### src/rtl/cpu_mem_seq.sv
// Multi-byte little-endian load/store sequencer between the 65c816 core and the memory bus.
// Runs one req/ack bus cycle per byte with linear, bank or page address wrap and an optional ack timeout.
module cpu_mem_seq #(
  parameter int ADDR_WIDTH = 24,
  parameter int DATA_WIDTH = 8,
  parameter int MAX_BYTES  = 3,
  parameter int TIMEOUT    = 0
) (
  input  logic                            clk,
  input  logic                            rst,
  input  logic                            enable,
  input  logic                            start,
  input  logic                            start_write,
  input  logic [2:0]                      start_len,
  input  logic [ADDR_WIDTH-1:0]           start_addr,
  input  logic [1:0]                      start_wrap,
  input  logic [MAX_BYTES*DATA_WIDTH-1:0] start_wdata,
  output logic                            busy,
  output logic                            done,
  output logic                            err,
  output logic [MAX_BYTES*DATA_WIDTH-1:0] rdata,
  output logic                            req_rdwr,
  output logic                            which_rdwr,
  output logic [ADDR_WIDTH-1:0]           addr,
  output logic [DATA_WIDTH-1:0]           data_out,
  input  logic [DATA_WIDTH-1:0]           data_in,
  input  logic                            mem_ack
);

  localparam logic RDWR_READ  = 1'b0;
  localparam logic RDWR_WRITE = 1'b1;

  // Casting the masks to the address width makes bank wrap collapse to linear when ADDR_WIDTH is 16.
  localparam logic [ADDR_WIDTH-1:0] BANK_MASK = ADDR_WIDTH'(32'h0000_FFFF);
  localparam logic [ADDR_WIDTH-1:0] PAGE_MASK = ADDR_WIDTH'(32'h0000_00FF);
  localparam logic [2:0]            LEN_MAX   = 3'(MAX_BYTES);
  localparam logic [31:0]           TO_LAST   = 32'(TIMEOUT - 1);

  typedef enum logic [1:0] {
    S_IDLE,
    S_REQ,
    S_DONE
  } state_t;

  state_t                          state;
  logic [2:0]                      idx;
  logic [2:0]                      op_len;
  logic [1:0]                      op_wrap;
  logic                            op_write;
  logic                            op_err;
  logic [MAX_BYTES*DATA_WIDTH-1:0] op_wdata;
  logic [31:0]                     tcnt;
  logic                            len_ok;
  logic                            last_byte;

  assign len_ok    = (start_len != 3'd0) && (start_len <= LEN_MAX);
  assign last_byte = (idx == op_len - 3'd1);

  function automatic logic [ADDR_WIDTH-1:0] next_addr(input logic [ADDR_WIDTH-1:0] a,
                                                      input logic [1:0] wrap);
    logic [ADDR_WIDTH-1:0] inc;
    logic [ADDR_WIDTH-1:0] mask;
    inc = a + ADDR_WIDTH'(1);
    case (wrap)
      2'b01:   mask = BANK_MASK;
      2'b10:   mask = PAGE_MASK;
      default: mask = '1;
    endcase
    return (a & ~mask) | (inc & mask);
  endfunction

  function automatic logic [DATA_WIDTH-1:0] wbyte(input logic [MAX_BYTES*DATA_WIDTH-1:0] d,
                                                  input logic [2:0] n);
    logic [DATA_WIDTH-1:0] r;
    r = '0;
    for (int i = 0; i < MAX_BYTES; i++) begin
      if (n == 3'(i)) r = d[i*DATA_WIDTH +: DATA_WIDTH];
    end
    return r;
  endfunction

  always_ff @(posedge clk or posedge rst) begin
    if (rst) begin
      state      <= S_IDLE;
      idx        <= '0;
      op_len     <= '0;
      op_wrap    <= '0;
      op_write   <= 1'b0;
      op_err     <= 1'b0;
      op_wdata   <= '0;
      tcnt       <= '0;
      busy       <= 1'b0;
      done       <= 1'b0;
      err        <= 1'b0;
      rdata      <= '0;
      req_rdwr   <= 1'b0;
      which_rdwr <= RDWR_READ;
      addr       <= '0;
      data_out   <= '0;
    end else if (enable) begin
      case (state)
        S_IDLE: begin
          done <= 1'b0;
          err  <= 1'b0;
          if (start) begin
            busy     <= 1'b1;
            op_write <= start_write;
            op_len   <= start_len;
            op_wrap  <= start_wrap;
            op_wdata <= start_wdata;
            idx      <= '0;
            tcnt     <= '0;
            if (len_ok) begin
              op_err     <= 1'b0;
              rdata      <= '0;
              req_rdwr   <= 1'b1;
              addr       <= start_addr;
              which_rdwr <= start_write ? RDWR_WRITE : RDWR_READ;
              data_out   <= start_write ? start_wdata[DATA_WIDTH-1:0] : '0;
              state      <= S_REQ;
            end else begin
              // Bad length skips the bus entirely and reports through the completion pulse.
              op_err <= 1'b1;
              state  <= S_DONE;
            end
          end
        end
        S_REQ: begin
          if (mem_ack) begin
            tcnt <= '0;
            for (int i = 0; i < MAX_BYTES; i++) begin
              if (!op_write && idx == 3'(i)) rdata[i*DATA_WIDTH +: DATA_WIDTH] <= data_in;
            end
            if (last_byte) begin
              req_rdwr <= 1'b0;
              state    <= S_DONE;
            end else begin
              idx  <= idx + 3'd1;
              addr <= next_addr(addr, op_wrap);
              if (op_write) data_out <= wbyte(op_wdata, idx + 3'd1);
            end
          end else if (TIMEOUT > 0) begin
            if (tcnt == TO_LAST) begin
              req_rdwr <= 1'b0;
              op_err   <= 1'b1;
              state    <= S_DONE;
            end else begin
              tcnt <= tcnt + 32'd1;
            end
          end
        end
        S_DONE: begin
          done  <= 1'b1;
          err   <= op_err;
          busy  <= 1'b0;
          state <= S_IDLE;
        end
        default: state <= S_IDLE;
      endcase
    end
  end

endmodule

### config.mk
export PLATFORM = sky130hd
export DESIGN_NAME = cpu_mem_seq
export DESIGN_NICKNAME = d
export VERILOG_FILES = /design/src/rtl/cpu_mem_seq.sv
export SDC_FILE = /design/constraint.sdc
export NUM_CORES = 1
export LEC_CHECK = 0
export ABC_AREA = 0
export CAP_MARGIN = 20
export CORE_UTILIZATION = 49
export CTS_CLUSTER_DIAMETER = 120
export DETAILED_ROUTE_END_ITERATION = 12
export PLACE_DENSITY = 0.78
export SETUP_SLACK_MARGIN = 0.15
export SYNTH_ARGS = -nofsm -noshare
export SYNTH_HDL_FRONTEND = slang
export SYNTH_SLANG_ARGS = --single-unit
export TNS_END_PERCENT = 5
### constraint.sdc
create_clock -name clk -period 4.8 [get_ports clk]
set_clock_uncertainty 0.15 [all_clocks]
set_input_delay 1.44 -clock clk [delete_from_list [all_inputs] [get_ports clk]]
set_output_delay 1.44 -clock clk [all_outputs]
set_load 0.1 [all_outputs]
==> impl_metrics.env, run 1 <==
export IMPL_timing_slew_headroom_pct=32.7
export IMPL_finalNetCount=657
export IMPL_synth_ff_type="dfrtp_1"
export IMPL_area_growth_syn_to_layout_pct=31.7
export IMPL_fin_ws_ps=1180
export IMPL_worstPathArrival_ps=2030
export IMPL_status="finished clean"
export IMPL_postCtsSetupRepairBufs=0
export IMPL_yosysWarnings=0
export IMPL_ys_seq_area_share_pct=49.0
export IMPL_clk_pin_slew_ps=100
export IMPL_io_pins=128
export IMPL_post_route_cells_drive_above_1_share_pct=15.0
export IMPL_grt_max_degree=56
export IMPL_htreeDepth=3
export IMPL_synthCells=469
export IMPL_startpoint_type="flip-flop"
export IMPL_die_height_microns=103
export IMPL_worst_pin_slew_ps=1010
export IMPL_ctsRootBufferMaster="clkbuf_8"
export IMPL_ant_nets=0
export IMPL_grt_use_total_pct=24.0
export IMPL_fp_dieW_microns=103
export IMPL_cts_tree="done"
export IMPL_setup_tns_ps=0
export IMPL_critPathSlowestCell="clkdlybuf4s50_1"
export IMPL_r2r_start="state[0]"
export IMPL_synthesis_area_sq_mm=0.00495
export IMPL_grt_overflow=0
export IMPL_drv_cap=0
export IMPL_grt_pass1_vias=3953
export IMPL_ctsResizeCount=0
export IMPL_min_period_ps=3620
export IMPL_synth_ff_latch_count=97
export IMPL_preCtsSetupSlack_ps=963
export IMPL_dieArea_sq_mm=0.0105
export IMPL_avgViaCountPerCell=5.75
export IMPL_routedWlPerCell_microns=17.1
export IMPL_rsz0062_at_grt="no"
export IMPL_postCtsHoldBufs=0
export IMPL_coreArea_sq_mm=0.00977
export IMPL_critical_path_top_delay_family="buffers and inverters"
export IMPL_initial_core_util_pct=50.7
export IMPL_crit_path_end_kind="output port"
export IMPL_ys_types=57
export IMPL_avgSynthCellArea_sq_um=10.6
export IMPL_cp_required_ps=3210
export IMPL_synth_edf_count=0
export IMPL_fp_row_count=36
export IMPL_critical_path_class="reg2out"
export IMPL_place_congestion=0.864
export IMPL_ys_async_sr_fraction_pct=100
export IMPL_holdCritStartpoint="data_out[5]"
export IMPL_finish_utilization_pct=66.7
export IMPL_grt_first_pass_wirelength_microns=19300
export IMPL_worst_path_buf_inv=1
export IMPL_hold_viol_final=0
export IMPL_routed_wl_microns=12300
export IMPL_antenna_found_initial=0
export IMPL_max_stage_delay_ps=1180
export IMPL_period_share_pct=75.5
export IMPL_synth_nets=544
export IMPL_setup_viol_count_final=0
export IMPL_path_cells="clkdlybuf4s50_1"
export IMPL_firstDrtPassIters=5
export IMPL_drc=0
export IMPL_num_vias=4142
export IMPL_worstPathMaxFanout=7
export IMPL_cts_path_max_buffers=2
export IMPL_port_buffers=127
export IMPL_dpl_hpwl_microns=8860
export IMPL_hold_path_class="reg2reg"
export IMPL_hold_ws_ps=337
export IMPL_num_antenna_cells=0
export IMPL_finalMaxSlewViolations=0
export IMPL_clock_latency_ps=380
export IMPL_drt_iter0_markers=194
export IMPL_startpoint="addr[6]"
export IMPL_cts_buffers=9
export IMPL_fmax_mhz=276
export IMPL_cts_num_sinks=97
layer usage:
layer  vias to the layer above  track usage (%)  wire (microns)
met5                         -                0               0
met4                         0             10.2             266
met3                        24             4.20             747
met2                       176             39.9            5980
met1                      1996             31.0            5330
li1                       1946                -               -
cell usage after synthesis, types with 3 or more instances:
master,number,area [sq um]
and3_1,10,62.6
o21ai_1,3,15.0
o22ai_1,5,31.3
a22oi_1,4,30.0
nand3b_1,8,60.1
ha_1,8,100
mux2_2,45,507
mux2_4,8,120
nand2_1,34,128
dfrtp_1,97,2430
nand3_1,22,110
o2bb2ai_1,4,35.0
buf_2,5,25.0
o21ai_0,42,210
buf_1,4,15.0
a22o_1,3,26.3
clkbuf_1,15,56.3
a21o_1,3,22.5
inv_1,14,52.6
and2_1,10,62.6
nor2_1,22,82.6
nand4_1,4,25.0
buf_4,3,22.5
a21oi_1,27,135
a31oi_1,23,144
a32oi_1,3,26.3
buf_6,3,33.8
nand2b_1,4,25.0
worst paths after layout:
kind | to | slack [ps] | cells past startpoint
worst max-delay path | addr[6] | 1180 | 1
worst min-delay path | data_out[5] | 340 | 2
worst max register to register | addr[2] | 2120 | 6
worst min register to register | data_out[5] | 340 | 2
max in group asynchronous | op_wdata[23] | 2470 | 3
min in group asynchronous | rdata[20] | 1320 | 2
stage by stage:
stage	cell area (sq um)	instances
3_5_place_dp	6300	704
6_report	6520	720
5_1_grt	6520	720
2_1_floorplan	4950	469
4_1_cts	6520	720
3_3_place_gp	6300	704
layout make-up:
type / count / area [sq um]
flip-flops and latches: 97 / 2430
repair buffers: 132 / 1320
inverters: 14 / 55.1
clock inverters: 4 / 56.3
well taps: 133 / 166
clock buffers: 12 / 165
multi-input cells: 328 / 2330
fillers: 783 / 3250
worst register-to-register path, delay by kind of cell, from the launching register on:
family          cells  cell delay (ps)
buf+inv             1              320
flops               1              650
compound gates      4             1240
simple gates        1              240
placed cells by master, fill, tap and decap left out, drive strengths merged, types with 2 or more instances in the layout:
cell,n
clkdlybuf4s50,127
dfrtp,97
mux2,53
o21ai,46
nand2,34
a21oi,29
a31oi,23
nand3,22
nor2,22
inv,16
clkbuf,12
and3,10
and2,10
nand3b,8
ha,8
o22ai,5
buf,5
nand2b,4
nand4,4
o2bb2ai,4
a22oi,4
a21o,4
a22o,3
a32oi,3
nor4,3
o22a,3
xor2,2
o21bai,2
and4,2
a31o,2
a311o,2
a2bb2oi,2
cell families (layout without fill, tap and decap cells):
kind of cell	Yosys count	in the layout	synth area share, %
xor+xnor	3	3	0.808
flops	97	97	49.0
compound gates	140	140	18.5
buf+inv	44	162	4.14
fa+ha+maj	8	8	2.02
simple gates	123	123	12.7
mux	54	54	12.9
Power of run 1 is left out: the tool's default activity adds up to more than one toggle a clock period on the data nets, which glitch-free logic cannot reach.
==> run 2: changes to the inputs <==
Clock period 4.8 ns to 3.4 ns, I/O delays scaled along.
==> impl_metrics.env, run 2 (synthesized netlist as in run 1, its figures left out) <==
export IMPL_firstDrtPassIters=4
export IMPL_hold_path_class="reg2reg"
export IMPL_dpl_hpwl_microns=8540
export IMPL_cts_buffers=9
export IMPL_worst_pin_slew_ps=856
export IMPL_port_buffers=127
export IMPL_crit_path_end_kind="flip-flop"
export IMPL_die_height_microns=103
export IMPL_ctsRootBufferMaster="clkbuf_8"
export IMPL_fp_row_count=36
export IMPL_drc=0
export IMPL_ctsResizeCount=0
export IMPL_startpoint="start_len[2]"
export IMPL_ff2ff_path_depth=7
export IMPL_layout_commonest_cell="dfrtp_1"
export IMPL_io_pins=128
export IMPL_avgViaCountPerCell=5.72
export IMPL_initial_core_util_pct=50.7
export IMPL_final_cell_mix="dfrtp_1, buf_4, clkdlybuf4s50_1"
export IMPL_critical_path_class="in2reg"
export IMPL_hold_viol_final=0
export IMPL_num_vias=4144
export IMPL_finalMaxSlewViolations=0
export IMPL_period_share_pct=83.4
export IMPL_cts_tree="done"
export IMPL_timing_slew_headroom_pct=42.4
export IMPL_setup_tns_ps=0
export IMPL_min_period_ps=2840
export IMPL_fp_dieW_microns=103
export IMPL_grt_pass1_vias=3892
export IMPL_dieArea_sq_mm=0.0105
export IMPL_postCtsSetupRepairBufs=0
export IMPL_drv_cap=0
export IMPL_place_congestion=0.888
export IMPL_r2r_slack_ps=930
export IMPL_worstPathMaxFanout=8
export IMPL_htreeDepth=3
export IMPL_post_route_cells_drive_above_1_share_pct=26.0
export IMPL_routed_wl_microns=11800
export IMPL_grt_first_pass_wirelength_microns=19100
export IMPL_rr_endpoint="data_out[6]"
export IMPL_status="finished clean"
export IMPL_rsz0062_at_grt="no"
export IMPL_area_growth_syn_to_layout_pct=29.2
export IMPL_cts_num_sinks=97
export IMPL_clk_pin_slew_ps=100
export IMPL_postCtsHoldBufs=0
export IMPL_cp_required_ps=3510
export IMPL_ant_nets=0
export IMPL_routedWlPerCell_microns=16.3
export IMPL_drt_iter0_markers=200
export IMPL_coreArea_sq_mm=0.00977
export IMPL_setup_viol_count_final=0
export IMPL_clock_latency_ps=360
export IMPL_cts_path_max_buffers=2
export IMPL_grt_overflow=0
export IMPL_startpoint_type="input pin"
export IMPL_cp_endpoint="rdata[11]"
export IMPL_r2r_start="idx[0]"
export IMPL_fmax_mhz=352
export IMPL_worstPathArrival_ps=2950
export IMPL_grt_max_degree=98
export IMPL_antenna_found_initial=0
export IMPL_grt_use_total_pct=23.5
export IMPL_finalNetCount=662
export IMPL_num_antenna_cells=0
[run 2: worst max-delay path, cell delays in order]
cell and delay, ps:
clkdlybuf4s50_1 410, o21bai_1 210, nor2_1 210, inv_1 130, a221oi_4 560, mux2_2 400
[run 2: stage by stage]
step	hold slack [ps]	instance area, sq um	setup slack [ps]	std cells	util (%)
4_1_cts	348	6400	579	725	65.5
5_1_grt	371	6400	440	725	65.5
3_5_place_dp	326	6200	182	709	63.4
2_1_floorplan	314	4960	860	469	-
6_report	342	6400	563	725	65.5
3_3_place_gp	320	6200	239	709	63.4
[run 2: cell type report]
| cell class | count | area, sq um |
|---|---|---|
| Inverter | 14 | 56.3 |
| Tap cell | 133 | 166 |
| Clock inverter | 6 | 62.6 |
| Timing Repair Buffer | 137 | 1220 |
| Fill cell | 787 | 3370 |
| Sequential cell | 97 | 2430 |
| Clock buffer | 10 | 138 |
| Multi-Input combinational cell | 328 | 2330 |
[run 2: worst min path at each step]
stage	start	endpoint	slack, ps	cells past startpoint
finish	data_out[7]	data_out[7]	340	2
global route	op_err	op_err	370	1
CTS	data_out[6]	data_out[6]	350	2
detailed placement	data_out[7]	data_out[7]	330	2
global placement	data_out[7]	data_out[7]	320	2
floorplan	op_err	op_err	310	1
[run 2: per-layer routing]
metal	share of wire (%)	global-route usage, %	up-vias	wire length, microns
li1	-	-	1952	-
met1	45	32.0	2018	5370
met2	47	37.0	154	5610
met3	5.6	4.41	20	665
met4	1.6	9.78	0	193
met5	0	0	-	0
Power of run 2 is left out for the same reason.
==> run 3: changes to the inputs <==
Settings changed: CORE_UTILIZATION 49 to 45, PLACE_DENSITY 0.78 to 0.76.
Clock period 3.4 ns to 2.6 ns, I/O delays scaled along.
==> impl_metrics.env, run 3 (synthesized netlist as in run 1, its figures left out) <==
export IMPL_rsz0062_at_grt="yes"
export IMPL_hold_depth=2
export IMPL_dpl_hpwl_microns=8830
export IMPL_ctsRootBufferMaster="clkbuf_8"
export IMPL_num_antenna_cells=0
export IMPL_worst_pin_slew_ps=631
export IMPL_setup_viol_count_final=0
export IMPL_cts_path_max_buffers=2
export IMPL_dieArea_sq_mm=0.0114
export IMPL_min_period_ps=2480
export IMPL_holdCritStartpoint="data_out[0]"
export IMPL_firstDrtPassIters=4
export IMPL_ctsResizeCount=0
export IMPL_crit_path_end_kind="flip-flop"
export IMPL_grt_max_degree=98
export IMPL_r2r_start="idx[0]"
export IMPL_drt_iter0_markers=230
export IMPL_die_height_microns=107
export IMPL_critical_path_class="in2reg"
export IMPL_postCtsHoldBufs=0
export IMPL_r2r_slack_ps=270
export IMPL_avgViaCountPerCell=5.56
export IMPL_cts_tree="done"
export IMPL_fp_row_count=37
export IMPL_grt_pass1_vias=4021
export IMPL_ff2ff_path_depth=7
export IMPL_clk_pin_slew_ps=100
export IMPL_ant_nets=0
export IMPL_port_buffers=127
export IMPL_grt_use_total_pct=22.3
export IMPL_cts_num_sinks=97
export IMPL_hold_path_class="reg2reg"
export IMPL_period_share_pct=95.2
export IMPL_final_cell_mix="dfrtp_1, buf_4, clkdlybuf4s50_1"
export IMPL_worstPathArrival_ps=2570
export IMPL_antenna_found_initial=0
export IMPL_layout_cells_non_filler=743
export IMPL_fmax_mhz=404
export IMPL_cp_required_ps=2690
export IMPL_num_vias=4131
export IMPL_rr_endpoint="data_out[1]"
export IMPL_place_congestion=0.914
export IMPL_fp_dieW_microns=107
export IMPL_grt_first_pass_wirelength_microns=20000
export IMPL_coreArea_sq_mm=0.0105
export IMPL_initial_core_util_pct=47.1
export IMPL_hold_viol_final=0
export IMPL_area_growth_syn_to_layout_pct=32.5
export IMPL_finalMaxSlewViolations=0
export IMPL_drc=0
export IMPL_place_inst=727
export IMPL_clock_latency_ps=370
export IMPL_postCtsSetupRepairBufs=0
export IMPL_finalNetCount=677
export IMPL_timing_slew_headroom_pct=57.6
export IMPL_hold_end="data_out[0]"
export IMPL_worstPathMaxFanout=8
export IMPL_grt_overflow=0
export IMPL_routed_wl_microns=12200
export IMPL_routedWlPerCell_microns=16.4
export IMPL_layout_commonest_cell="dfrtp_1"
export IMPL_status="finished clean"
export IMPL_io_pins=128
export IMPL_htreeDepth=3
export IMPL_cts_buffers=9
export IMPL_drv_cap=0
export IMPL_startpoint_type="input pin"
export IMPL_post_route_cells_drive_above_1_share_pct=28.0
[run 3: changes by cell type in the layout (fill, tap and decap cells not counted)]
cell	delta
buf_12	+4
buf_4	+11
nand2b_1	-1
clkbuf_8	-1
inv_8	+1
inv_6	+2
clkinvlp_4	+1
clkinv_4	-3
nand2b_2	+1
[run 3: how the worst max path moves through the flow]
stage	end	depth (start not counted)	start	slack [ps]
2_1_floorplan	flip-flop	5	flip-flop	60
5_1_grt	rdata[22]	5	mem_ack	70
4_1_cts	rdata[22]	5	start_len[0]	150
3_5_place_dp	rdata[19]	5	mem_ack	-240
6_report	rdata[22]	5	start_len[0]	120
3_3_place_gp	rdata[18]	5	mem_ack	-200
[run 3: area by class of cell]
cell class                      count  area (sq um)
Tap cell                          136           170
Clock inverter                      7          72.6
Fill cell                         859          3940
Sequential cell                    97          2430
Multi-Input combinational cell    328          2330
Inverter                           14          56.3
Clock buffer                        9           124
Timing Repair Buffer              152          1380
[run 3: critical path: stages]
cell and delay (ps):
clkdlybuf4s50_1 420, o21bai_1 250, a221o_1 330, a21o_1 460, mux2_4 340
[run 3: through the flow]
stage	setup WS [ps]	hold WS (ps)	TNS, ps	instance area (sq um)	utilization, %
2_1_floorplan	63.7	314	0	4960	-
3_3_place_gp	-195	318	-4000	6370	60.6
3_5_place_dp	-241	322	-6120	6370	60.6
4_1_cts	153	348	0	6560	62.5
5_1_grt	72.1	360	0	6570	62.5
6_report	124	342	0	6570	62.5
[run 3: layer usage]
metal	wire length (microns)	part of all wire (%)	GRT usage [%]
met2	5700	47	35.4
met5	0	0	0
met1	5650	46	30.9
met3	521	4.3	3.04
met4	287	2.4	9.00
Power of run 3 is left out for the same reason.
